$ cat src/rtl/burst_sdr_if.sv
// burst_sdr_if: signal bundle between the cartridge register decoder, the CNT/SP pads and burst_sdr.
// Ports: slave modport = the serial port (takes strobes/pad inputs, drives status/pad drivers);
//        master modport = the host/pad side (the mirror image).
interface burst_sdr_if #(
  parameter int WIDTH = 8,
  parameter int DIV_W = 8
);
  logic             mode;
  logic [DIV_W-1:0] div;
  logic             wr_en;
  logic [WIDTH-1:0] wr_data;
  logic             rd_en;
  logic [WIDTH-1:0] rd_data;
  logic             clr_ovr;
  logic             cnt_in;
  logic             sp_in;
  logic             cnt_out;
  logic             cnt_oe;
  logic             sp_out;
  logic             sp_oe;
  logic             tx_full;
  logic             tx_empty;
  logic             rx_empty;
  logic             rx_full;
  logic             busy;
  logic             irq;
  logic             overrun;

  modport slave (
    input  mode, div, wr_en, wr_data, rd_en, clr_ovr, cnt_in, sp_in,
    output rd_data, cnt_out, cnt_oe, sp_out, sp_oe,
    output tx_full, tx_empty, rx_empty, rx_full, busy, irq, overrun
  );

  modport master (
    output mode, div, wr_en, wr_data, rd_en, clr_ovr, cnt_in, sp_in,
    input  rd_data, cnt_out, cnt_oe, sp_out, sp_oe,
    input  tx_full, tx_empty, rx_empty, rx_full, busy, irq, overrun
  );
endinterface

$ cat src/rtl/burst_sdr.sv
// burst_sdr: buffered CIA-style serial data port; TX/RX FIFOs, programmable CNT bit clock, burst streaming.
// Ports: E_CLK/RESET (async, active-high) plain; everything else through burst_sdr_if.slave.
// Build option BURST_SDR_LSB_FIRST_EN: shift LSB first in both directions (default MSB first).

// Small show-ahead FIFO: registered pointers plus count, push-when-full and pop-when-empty ignored.
module burst_sdr_fifo #(
  parameter int WIDTH = 8,
  parameter int DEPTH = 4
) (
  input  logic             clk,
  input  logic             rst,
  input  logic             i_push,
  input  logic [WIDTH-1:0] i_push_dat,
  input  logic             i_pop,
  output logic [WIDTH-1:0] o_head,
  output logic             o_full,
  output logic             o_empty
);
  localparam int AW = (DEPTH > 1) ? $clog2(DEPTH) : 1;
  localparam int CW = $clog2(DEPTH + 1);

  logic [WIDTH-1:0] r_mem [DEPTH];
  logic [AW-1:0]    r_wptr;
  logic [AW-1:0]    r_rptr;
  logic [CW-1:0]    r_count;
  logic             w_push_ok;
  logic             w_pop_ok;

  assign o_full    = (r_count == CW'(DEPTH));
  assign o_empty   = (r_count == '0);
  assign w_push_ok = i_push && !o_full;
  assign w_pop_ok  = i_pop && !o_empty;
  assign o_head    = r_mem[r_rptr];

  always_ff @(posedge clk or posedge rst) begin
    if (rst) begin
      for (int i = 0; i < DEPTH; i++) r_mem[i] <= '0;
      r_wptr  <= '0;
      r_rptr  <= '0;
      r_count <= '0;
    end else begin
      if (w_push_ok) begin
        r_mem[r_wptr] <= i_push_dat;
        r_wptr        <= r_wptr + AW'(1);
      end
      if (w_pop_ok) r_rptr <= r_rptr + AW'(1);
      case ({w_push_ok, w_pop_ok})
        2'b10:   r_count <= r_count + CW'(1);
        2'b01:   r_count <= r_count - CW'(1);
        default: r_count <= r_count;
      endcase
    end
  end
endmodule

module burst_sdr #(
  parameter int WIDTH = 8,
  parameter int DEPTH = 4,
  parameter int DIV_W = 8
) (
  input  logic         E_CLK,
  input  logic         RESET,
  burst_sdr_if.slave   bus
);
  localparam int BW = $clog2(WIDTH);

  typedef enum logic [1:0] {S_IDLE, S_SHIFT, S_DONE} state_t;

  state_t           r_state, w_state_nx;
  logic [DIV_W-1:0] r_hcnt, w_hcnt_nx;      // half-period down counter
  logic [BW-1:0]    r_bit, w_bit_nx;        // bits completed in current word
  logic             r_phase_hi, w_phase_nx; // TX: 0 = CNT low half, 1 = CNT high half
  logic [WIDTH-1:0] r_sh, w_sh_nx;
  logic             r_cnt_out, w_cnt_nx;
  logic             r_sp_out, w_sp_nx;
  logic             r_overrun, w_ovr_nx;
  logic             r_mode_d;
  logic             r_cnt_s1, r_cnt_s2, r_cnt_d;
  logic             r_sp_s1, r_sp_s2;

  logic             w_mode_chg;
  logic             w_cnt_rise;
  logic             w_tx_pop;
  logic             w_rx_push;
  logic [WIDTH-1:0] w_tx_head;
  logic             w_tx_empty;
  logic             w_tx_full;
  logic             w_rx_empty;
  logic             w_rx_full;

  // Bit that leaves/enters the shift register first, and the shift step itself.
  function automatic logic first_bit(input logic [WIDTH-1:0] w);
`ifdef BURST_SDR_LSB_FIRST_EN
    return w[0];
`else
    return w[WIDTH-1];
`endif
  endfunction

  function automatic logic [WIDTH-1:0] shift_in(input logic [WIDTH-1:0] w, input logic b);
`ifdef BURST_SDR_LSB_FIRST_EN
    return {b, w[WIDTH-1:1]};
`else
    return {w[WIDTH-2:0], b};
`endif
  endfunction

  burst_sdr_fifo #(.WIDTH(WIDTH), .DEPTH(DEPTH)) u_tx_fifo (
    .clk(E_CLK), .rst(RESET),
    .i_push(bus.wr_en), .i_push_dat(bus.wr_data), .i_pop(w_tx_pop),
    .o_head(w_tx_head), .o_full(w_tx_full), .o_empty(w_tx_empty)
  );

  burst_sdr_fifo #(.WIDTH(WIDTH), .DEPTH(DEPTH)) u_rx_fifo (
    .clk(E_CLK), .rst(RESET),
    .i_push(w_rx_push), .i_push_dat(r_sh), .i_pop(bus.rd_en),
    .o_head(bus.rd_data), .o_full(w_rx_full), .o_empty(w_rx_empty)
  );

  // Pad synchronisers run in both modes so the edge detector is settled before RX starts.
  // CNT resets high (its idle level) so reset release never looks like a rising edge.
  always_ff @(posedge E_CLK or posedge RESET) begin
    if (RESET) begin
      r_cnt_s1 <= 1'b1;
      r_cnt_s2 <= 1'b1;
      r_cnt_d  <= 1'b1;
      r_sp_s1  <= 1'b0;
      r_sp_s2  <= 1'b0;
      r_mode_d <= 1'b0;
    end else begin
      r_cnt_s1 <= bus.cnt_in;
      r_cnt_s2 <= r_cnt_s1;
      r_cnt_d  <= r_cnt_s2;
      r_sp_s1  <= bus.sp_in;
      r_sp_s2  <= r_sp_s1;
      r_mode_d <= bus.mode;
    end
  end

  assign w_cnt_rise = r_cnt_s2 && !r_cnt_d;
  assign w_mode_chg = (bus.mode != r_mode_d);

  always_ff @(posedge E_CLK or posedge RESET) begin
    if (RESET) begin
      r_state    <= S_IDLE;
      r_hcnt     <= '0;
      r_bit      <= '0;
      r_phase_hi <= 1'b0;
      r_sh       <= '0;
      r_cnt_out  <= 1'b1;
      r_sp_out   <= 1'b0;
      r_overrun  <= 1'b0;
    end else begin
      r_state    <= w_state_nx;
      r_hcnt     <= w_hcnt_nx;
      r_bit      <= w_bit_nx;
      r_phase_hi <= w_phase_nx;
      r_sh       <= w_sh_nx;
      r_cnt_out  <= w_cnt_nx;
      r_sp_out   <= w_sp_nx;
      r_overrun  <= w_ovr_nx;
    end
  end

  always_comb begin
    w_state_nx = r_state;
    w_hcnt_nx  = r_hcnt;
    w_bit_nx   = r_bit;
    w_phase_nx = r_phase_hi;
    w_sh_nx    = r_sh;
    w_cnt_nx   = r_cnt_out;
    w_sp_nx    = r_sp_out;
    w_ovr_nx   = r_overrun;
    w_tx_pop   = 1'b0;
    w_rx_push  = 1'b0;

    if (bus.clr_ovr) w_ovr_nx = 1'b0;

    if (w_mode_chg) begin
      // Abort: drop the partial word, FIFOs untouched.
      w_state_nx = S_IDLE;
      w_bit_nx   = '0;
      w_phase_nx = 1'b0;
      w_hcnt_nx  = '0;
      w_cnt_nx   = 1'b1;
    end else if (bus.mode) begin
      case (r_state)
        // DONE shares IDLE's load path so a waiting word follows after exactly one gap cycle.
        S_IDLE, S_DONE: begin
          if (!w_tx_empty) begin
            w_tx_pop   = 1'b1;
            w_sp_nx    = first_bit(w_tx_head);
            w_sh_nx    = shift_in(w_tx_head, 1'b0);
            w_cnt_nx   = 1'b0;
            w_phase_nx = 1'b0;
            w_hcnt_nx  = bus.div;
            w_bit_nx   = '0;
            w_state_nx = S_SHIFT;
          end else begin
            w_cnt_nx   = 1'b1;
            w_state_nx = S_IDLE;
          end
        end
        S_SHIFT: begin
          if (r_hcnt != '0) begin
            w_hcnt_nx = r_hcnt - DIV_W'(1);
          end else if (!r_phase_hi) begin
            w_cnt_nx   = 1'b1;
            w_phase_nx = 1'b1;
            w_hcnt_nx  = bus.div;
          end else if (r_bit == BW'(WIDTH - 1)) begin
            w_phase_nx = 1'b0;
            w_state_nx = S_DONE;
          end else begin
            w_cnt_nx   = 1'b0;
            w_sp_nx    = first_bit(r_sh);
            w_sh_nx    = shift_in(r_sh, 1'b0);
            w_bit_nx   = r_bit + BW'(1);
            w_phase_nx = 1'b0;
            w_hcnt_nx  = bus.div;
          end
        end
        default: w_state_nx = S_IDLE;
      endcase
    end else begin
      w_cnt_nx = 1'b1;
      case (r_state)
        S_IDLE: begin
          if (w_cnt_rise) begin
            w_sh_nx    = shift_in(r_sh, r_sp_s2);
            w_bit_nx   = BW'(1);
            w_state_nx = S_SHIFT;
          end
        end
        S_SHIFT: begin
          if (w_cnt_rise) begin
            w_sh_nx = shift_in(r_sh, r_sp_s2);
            if (r_bit == BW'(WIDTH - 1)) begin
              w_bit_nx   = '0;
              w_state_nx = S_DONE;
            end else begin
              w_bit_nx = r_bit + BW'(1);
            end
          end
        end
        S_DONE: begin
          // A full FIFO drops the word; setting overrun overrides a same-cycle clear.
          if (w_rx_full) w_ovr_nx = 1'b1;
          else           w_rx_push = 1'b1;
          w_bit_nx   = '0;
          w_state_nx = S_IDLE;
        end
        default: w_state_nx = S_IDLE;
      endcase
    end
  end

  assign bus.cnt_out  = r_cnt_out;
  assign bus.sp_out   = r_sp_out;
  assign bus.cnt_oe   = bus.mode;
  assign bus.sp_oe    = bus.mode;
  assign bus.tx_full  = w_tx_full;
  assign bus.tx_empty = w_tx_empty;
  assign bus.rx_full  = w_rx_full;
  assign bus.rx_empty = w_rx_empty;
  assign bus.busy     = (r_state != S_IDLE);
  assign bus.irq      = (r_state == S_DONE) && !w_mode_chg;
  assign bus.overrun  = r_overrun;
endmodule

$ cat src/flat_wrapper.sv
// flat-port wrapper written by rule: the top's interface ports become plain ports
module burst_sdr_flat 
#(
  parameter int WIDTH = 8,
  parameter int DEPTH = 4,
  parameter int DIV_W = 8
)
  (E_CLK, RESET, bus_mode, bus_div, bus_wr_en, bus_wr_data, bus_rd_en, bus_clr_ovr, bus_cnt_in, bus_sp_in, bus_rd_data, bus_cnt_out, bus_cnt_oe, bus_sp_out, bus_sp_oe, bus_tx_full, bus_tx_empty, bus_rx_empty, bus_rx_full, bus_busy, bus_irq, bus_overrun);
  burst_sdr_if #(.WIDTH(WIDTH), .DIV_W(DIV_W)) bus_i ();
  input  logic E_CLK;
  input  logic RESET;
  input wire logic [$bits(bus_i.mode)-1:0] bus_mode;
  input wire logic [$bits(bus_i.div)-1:0] bus_div;
  input wire logic [$bits(bus_i.wr_en)-1:0] bus_wr_en;
  input wire logic [$bits(bus_i.wr_data)-1:0] bus_wr_data;
  input wire logic [$bits(bus_i.rd_en)-1:0] bus_rd_en;
  input wire logic [$bits(bus_i.clr_ovr)-1:0] bus_clr_ovr;
  input wire logic [$bits(bus_i.cnt_in)-1:0] bus_cnt_in;
  input wire logic [$bits(bus_i.sp_in)-1:0] bus_sp_in;
  output wire logic [$bits(bus_i.rd_data)-1:0] bus_rd_data;
  output wire logic [$bits(bus_i.cnt_out)-1:0] bus_cnt_out;
  output wire logic [$bits(bus_i.cnt_oe)-1:0] bus_cnt_oe;
  output wire logic [$bits(bus_i.sp_out)-1:0] bus_sp_out;
  output wire logic [$bits(bus_i.sp_oe)-1:0] bus_sp_oe;
  output wire logic [$bits(bus_i.tx_full)-1:0] bus_tx_full;
  output wire logic [$bits(bus_i.tx_empty)-1:0] bus_tx_empty;
  output wire logic [$bits(bus_i.rx_empty)-1:0] bus_rx_empty;
  output wire logic [$bits(bus_i.rx_full)-1:0] bus_rx_full;
  output wire logic [$bits(bus_i.busy)-1:0] bus_busy;
  output wire logic [$bits(bus_i.irq)-1:0] bus_irq;
  output wire logic [$bits(bus_i.overrun)-1:0] bus_overrun;
  assign bus_i.mode = bus_mode;
  assign bus_i.div = bus_div;
  assign bus_i.wr_en = bus_wr_en;
  assign bus_i.wr_data = bus_wr_data;
  assign bus_i.rd_en = bus_rd_en;
  assign bus_i.clr_ovr = bus_clr_ovr;
  assign bus_i.cnt_in = bus_cnt_in;
  assign bus_i.sp_in = bus_sp_in;
  assign bus_rd_data = bus_i.rd_data;
  assign bus_cnt_out = bus_i.cnt_out;
  assign bus_cnt_oe = bus_i.cnt_oe;
  assign bus_sp_out = bus_i.sp_out;
  assign bus_sp_oe = bus_i.sp_oe;
  assign bus_tx_full = bus_i.tx_full;
  assign bus_tx_empty = bus_i.tx_empty;
  assign bus_rx_empty = bus_i.rx_empty;
  assign bus_rx_full = bus_i.rx_full;
  assign bus_busy = bus_i.busy;
  assign bus_irq = bus_i.irq;
  assign bus_overrun = bus_i.overrun;
  burst_sdr #(.WIDTH(WIDTH), .DEPTH(DEPTH), .DIV_W(DIV_W)) u_core (.E_CLK(E_CLK), .RESET(RESET), .bus(bus_i));
endmodule
$ cat config.mk
export PLATFORM = sky130hd
export DESIGN_NAME = burst_sdr_flat
export DESIGN_NICKNAME = d
export VERILOG_FILES = /design/src/rtl/burst_sdr_if.sv /design/src/rtl/burst_sdr.sv /design/src/flat_wrapper.sv
export SDC_FILE = /design/constraint.sdc
export NUM_CORES = 1
export LEC_CHECK = 0
export CORE_ASPECT_RATIO = 1.1
export CORE_UTILIZATION = 53
export DETAILED_ROUTE_END_ITERATION = 10
export GPL_TIMING_DRIVEN = 1
export PLACE_DENSITY_LB_ADDON = 0.12
export SLEW_MARGIN = 10
export SYNTH_ARGS = -nofsm -noshare
export SYNTH_HDL_FRONTEND = slang
export SYNTH_HIERARCHICAL = 1
export SYNTH_SLANG_ARGS = --single-unit
$ cat constraint.sdc
create_clock -name E_CLK -period 2.7 [get_ports E_CLK]
set_clock_uncertainty 0.15 [all_clocks]
set_input_delay 0.54 -clock E_CLK [delete_from_list [all_inputs] [get_ports E_CLK]]
set_output_delay 0.54 -clock E_CLK [all_outputs]
set_load 0.005 [all_outputs]
==> metrics.csv <==
stage,metric,value,unit
outcome,status,finished clean,
yosys,Synth area leader,dfrtp_1,
detailed_routing,Routed Antenna Nets,0,
die,Die Wd,99.23,µm
yosys,Main synth FF type,dfrtp_1,
grt,gr usage total,0.2181,
die,Boundary Pins,43,
yosys,Compound-Gate Fraction of Synth Area,0.07264,
detailed_routing,Initial DRC Count,119,
place,hpwl dp,7.866,mm
yosys,Synth cell types,53,
yosys,"Seq/Total Area, Yosys",0.4958,
cells_and_area,Post-Layout Cell Count,633,
critical_path,WP data arrival,1.92,ns
critical_path,Setup crit end kind,output port,
grt,initial antenna violation count,0,
yosys,Mapped Area,0.005512,mm²
critical_path,Crit Path Max Fanout,6,
detailed_routing,number of remaining DRC errors,0,
detailed_routing,routed len/inst,17.09,µm
grt,first-pass GRT wire length,18.26,mm
yosys,Post-synth EDFFs,0,
die,Core Region,0.009985,mm²
detailed_routing,WL final,10.82,mm
cells_and_area,fin util,0.6628,
sta,setup_tns,0,ns
grt,largest net degree at the start of global routing,40,
yosys,largest family of logic cells by synthesized area,multiplexers,
yosys,Syn Nets,474,
sta,final setup fails,0,
sta,Hold Fails Final Rpt,0,
die,initial core utilization,0.5520,
detailed_routing,via count,3634,
yosys,post-synthesis instance total,429,
power_and_ir_drop,Pleak,2.958,nW
detailed_routing,Via-to-Cell Ratio,5.741,
sta,final hold slack,0.2066,ns
critical_path,Crit Path Class,flop to output port,
power_and_ir_drop,power after layout,6.117,mW
cts,TritonCTS clock tree,built,
power_and_ir_drop,Cell Pwr Density,924.3,mW/mm²
sta,worst slew pin tran,0.5302,ns
critical_path,RR Startpoint,u_core/r_state[0],
cts,CTS sink cnt,109,
yosys,synthesized area per cell,12.85,µm²
sta,Tmin final,2.612,ns
cells_and_area,fin nets,553,
yosys,top post-synthesis cells by area,"dfrtp_1 48%, mux2_2 16%, mux4_2 6.5%, ha_1 4.3%, dfstp_2 1.9%",
critical_path,required time of the worst setup path,2.01,ns
critical_path,Crit path buffers/inverters,4,
cells_and_area,area delta synth->final,20.07,%
critical_path,crit-path max cell delay,0.52,ns
cts,Clock Path Buffers,2,
yosys,simple-gate share of the synthesized area,0.08354,
critical_path,Worst setup SP type,flop,
cts,cts bufs inserted,9,
grt,GRT overflow,0,
cts,"Clk pin slew, worst setup/hold paths",0.10,ns
yosys,async set or reset register ratio after synthesis,1.000,
die,die area,0.01081,mm²
sta,maximum clock rate,382.9,MHz
sta,Max Transition Viols Final,0,
cells_and_area,share of layout cells above drive strength 1,0.3743,
sta,final cycle utilization of the critical path,0.9673,
yosys,Post-Synth XOR/XNOR Area,0.01907,
grt,vias in the first global route,3657,
critical_path,CP max stage cell,clkdlybuf4s50_1,
min_path,Worst Hold Launch,u_core/r_sp_s1,
cells_and_area,n_diodes,0,
yosys,share of the synthesized area in the top cell type,0.4767,
place,GP Congestion,0.8590,
critical_path,reg2reg path depth,11,
detailed_routing,Detailed Routing Iterations Pass 1,4,
yosys,Synth Register Bits,109,
cts,H-tree lvl count,3,
yosys,mux cell area share after synthesis,0.2440,
power_and_ir_drop,VDD IR max,594.5,µV
sta,RSZ-0062 raised after global routing,no,
yosys,YS warnings,6,
flow_run,Max Cap Viol,0,
critical_path,crit path from,u_core/r_state[0],
critical_path,"Critical Path, Cell by Cell",inv_1 > ha_1 > buf_4 > inv_1 > clkdlybuf4s50_1,
die,site row count,38,
cts,Worst-Skew Late Latency,0.37,ns
min_path,worst hold stages,0,
place,IO buf count,42,
sta,Slew HR,0.6462,
critical_path,Critical Path Stages,5,
min_path,worst min path class,flop to flop,
die,die height,109.0,µm
yosys,Synth Area in Adders,0.05040,
critical_path,"Largest delay share family, worst path",buffers and inverters,
cts,Root Driver,clkbuf_8,
place,Placed Cells,616,
critical_path,CP most frequent cell,inv_1,
worst reg2reg max path, stage by stage (launching register included):
cell	delay, ns
dfrtp_2	0.46
inv_1	0.12
ha_1	0.26
nor2b_4	0.20
nor3b_4	0.19
or2b_4	0.30
ha_4	0.16
inv_2	0.05
fa_2	0.19
xor2_1	0.14
nor2_1	0.06
xor2_1	0.14
per-stage QoR:
step                      instance area, µm²  setup WS [ns]
after CTS                               6596       0.005260
after detailed placement                6379        -0.4967
after global placement                  6379        -0.4128
after global routing                    6618        0.01678
after floorplan                         5583        0.02583
final                                   6618        0.08840
cells by family (layout without fill, tap and decap cells):
group                      after synthesis  in the layout
DFF                                    109            109
muxes                                  104            104
xor gates and xnor gates                12             12
buffers and inverters                   44            128
adders and majority gates               21             21
AOI/OAI and AO/OA                       55             55
and+or+nand+nor                         84             84
power breakdown:
group          total (mW)  internal (mW)  switching, mW
Combinational        2.47           1.38           1.09
Sequential           2.62           2.13          0.493
Clock                1.03          0.467          0.560
final cells by class:
class | instances | area [µm²]
clock buffer | 11 | 141.4
clock inverter | 5 | 65.06
fill | 761 | 3367
inverter | 28 | 105.1
multi-input combinational | 276 | 2669
sequential | 109 | 2734
tap | 120 | 150.1
timing repair buffer | 84 | 753.2
worst paths after layout:
path                                                to  slack [ns]
min                                     u_core/r_sp_s2        0.21
max reg2reg                u_core/u_rx_fifo/r_count[2]        0.17
min in group asynchronous               u_core/r_sp_s1        0.44
max in group asynchronous              u_core/r_bit[2]        1.48
min reg2reg                             u_core/r_sp_s2        0.21
max                                           bus_busy        0.09
placed cells by master, fill, tap and decap left out, types with 3 or more instances in the layout:
cell             count
a211oi_1             3
clkdlybuf4s50_1     40
ha_4                 3
nor3_1               9
nand2b_1             4
mux4_2              16
mux2i_1              5
ha_1                16
nor2_2               8
clkbuf_8            10
buf_4               40
inv_6                3
xnor2_1              6
dfrtp_1            104
nand2_1             19
nor2_1              14
nand4_1              3
nor4_1               4
a21oi_1             10
dfstp_2              4
xor2_1               6
o21ai_0             20
inv_1               26
mux2_2              80
mux2_1               3
state kept, by name (all words and copies together) (netlist names):
| name | flops |
|---|---|
| u_core/u_tx_fifo/r_rptr | 2 |
| u_core/r_state | 2 |
| u_core/bus.cnt_out | 1 |
| u_core/r_sp_s1 | 1 |
| u_core/u_tx_fifo/r_mem | 32 |
| u_core/r_bit | 3 |
| u_core/u_rx_fifo/r_count | 3 |
| u_core/r_sp_s2 | 1 |
| u_core/u_rx_fifo/r_mem | 32 |
| u_core/r_cnt_s1 | 1 |
| u_core/r_phase_hi | 1 |
| u_core/bus.overrun | 1 |
| u_core/u_tx_fifo/r_wptr | 2 |
| u_core/r_mode_d | 1 |
| u_core/u_rx_fifo/r_wptr | 2 |
| u_core/r_hcnt | 8 |
| u_core/bus.sp_out | 1 |
| u_core/u_rx_fifo/r_rptr | 2 |
| u_core/r_cnt_d | 1 |
| u_core/r_cnt_s2 | 1 |
| u_core/r_sh | 8 |
| u_core/u_tx_fifo/r_count | 3 |
metal layers:
| metal | up-vias | global-route usage | routed length, µm |
|---|---|---|---|
| met2 | 77 | 0.3641 | 5311 |
| met1 | 1834 | 0.2932 | 4987 |
| li1 | 1709 | - | - |
| met3 | 14 | 0.02949 | 359 |
| met5 | - | 0 | 0 |
| met4 | 0 | 0.08088 | 157 |
synth_stat cells (all sizes together), types with 2 or more instances:
cell type and instances:
nand2b 5, a311oi 3, a211oi 3, nor3b 4
inv 28, mux2i 5, a32o 2, nor3 11
nand2 19, dfstp 4, o32a 2, mux2 83
xor2 6, nor2 22, or2 2, or2b 2
nand3 2, ha 19, clkbuf 7, o31a 4
fa 2, o21ai 20, nor2b 3, nand4 3
nor4 4, and3 2, o31ai 2, buf 9
dfrtp 105, xnor2 6, a21oi 10, mux4 16
or3 3
what timing repair did:
| action | in CTS | in global routing |
|---|---|---|
| endpoints found under the setup margin | 9 | 17 |
| hold buffers | 0 | 0 |
| pin swaps | 0 | 1 |
| gates resized for setup | 2 | 4 |
| hold endpoints to repair | 0 | 0 |
| setup buffers | 0 | 1 |
| cloned | 0 | 0 |
Power figures use the tool's default switching activity.
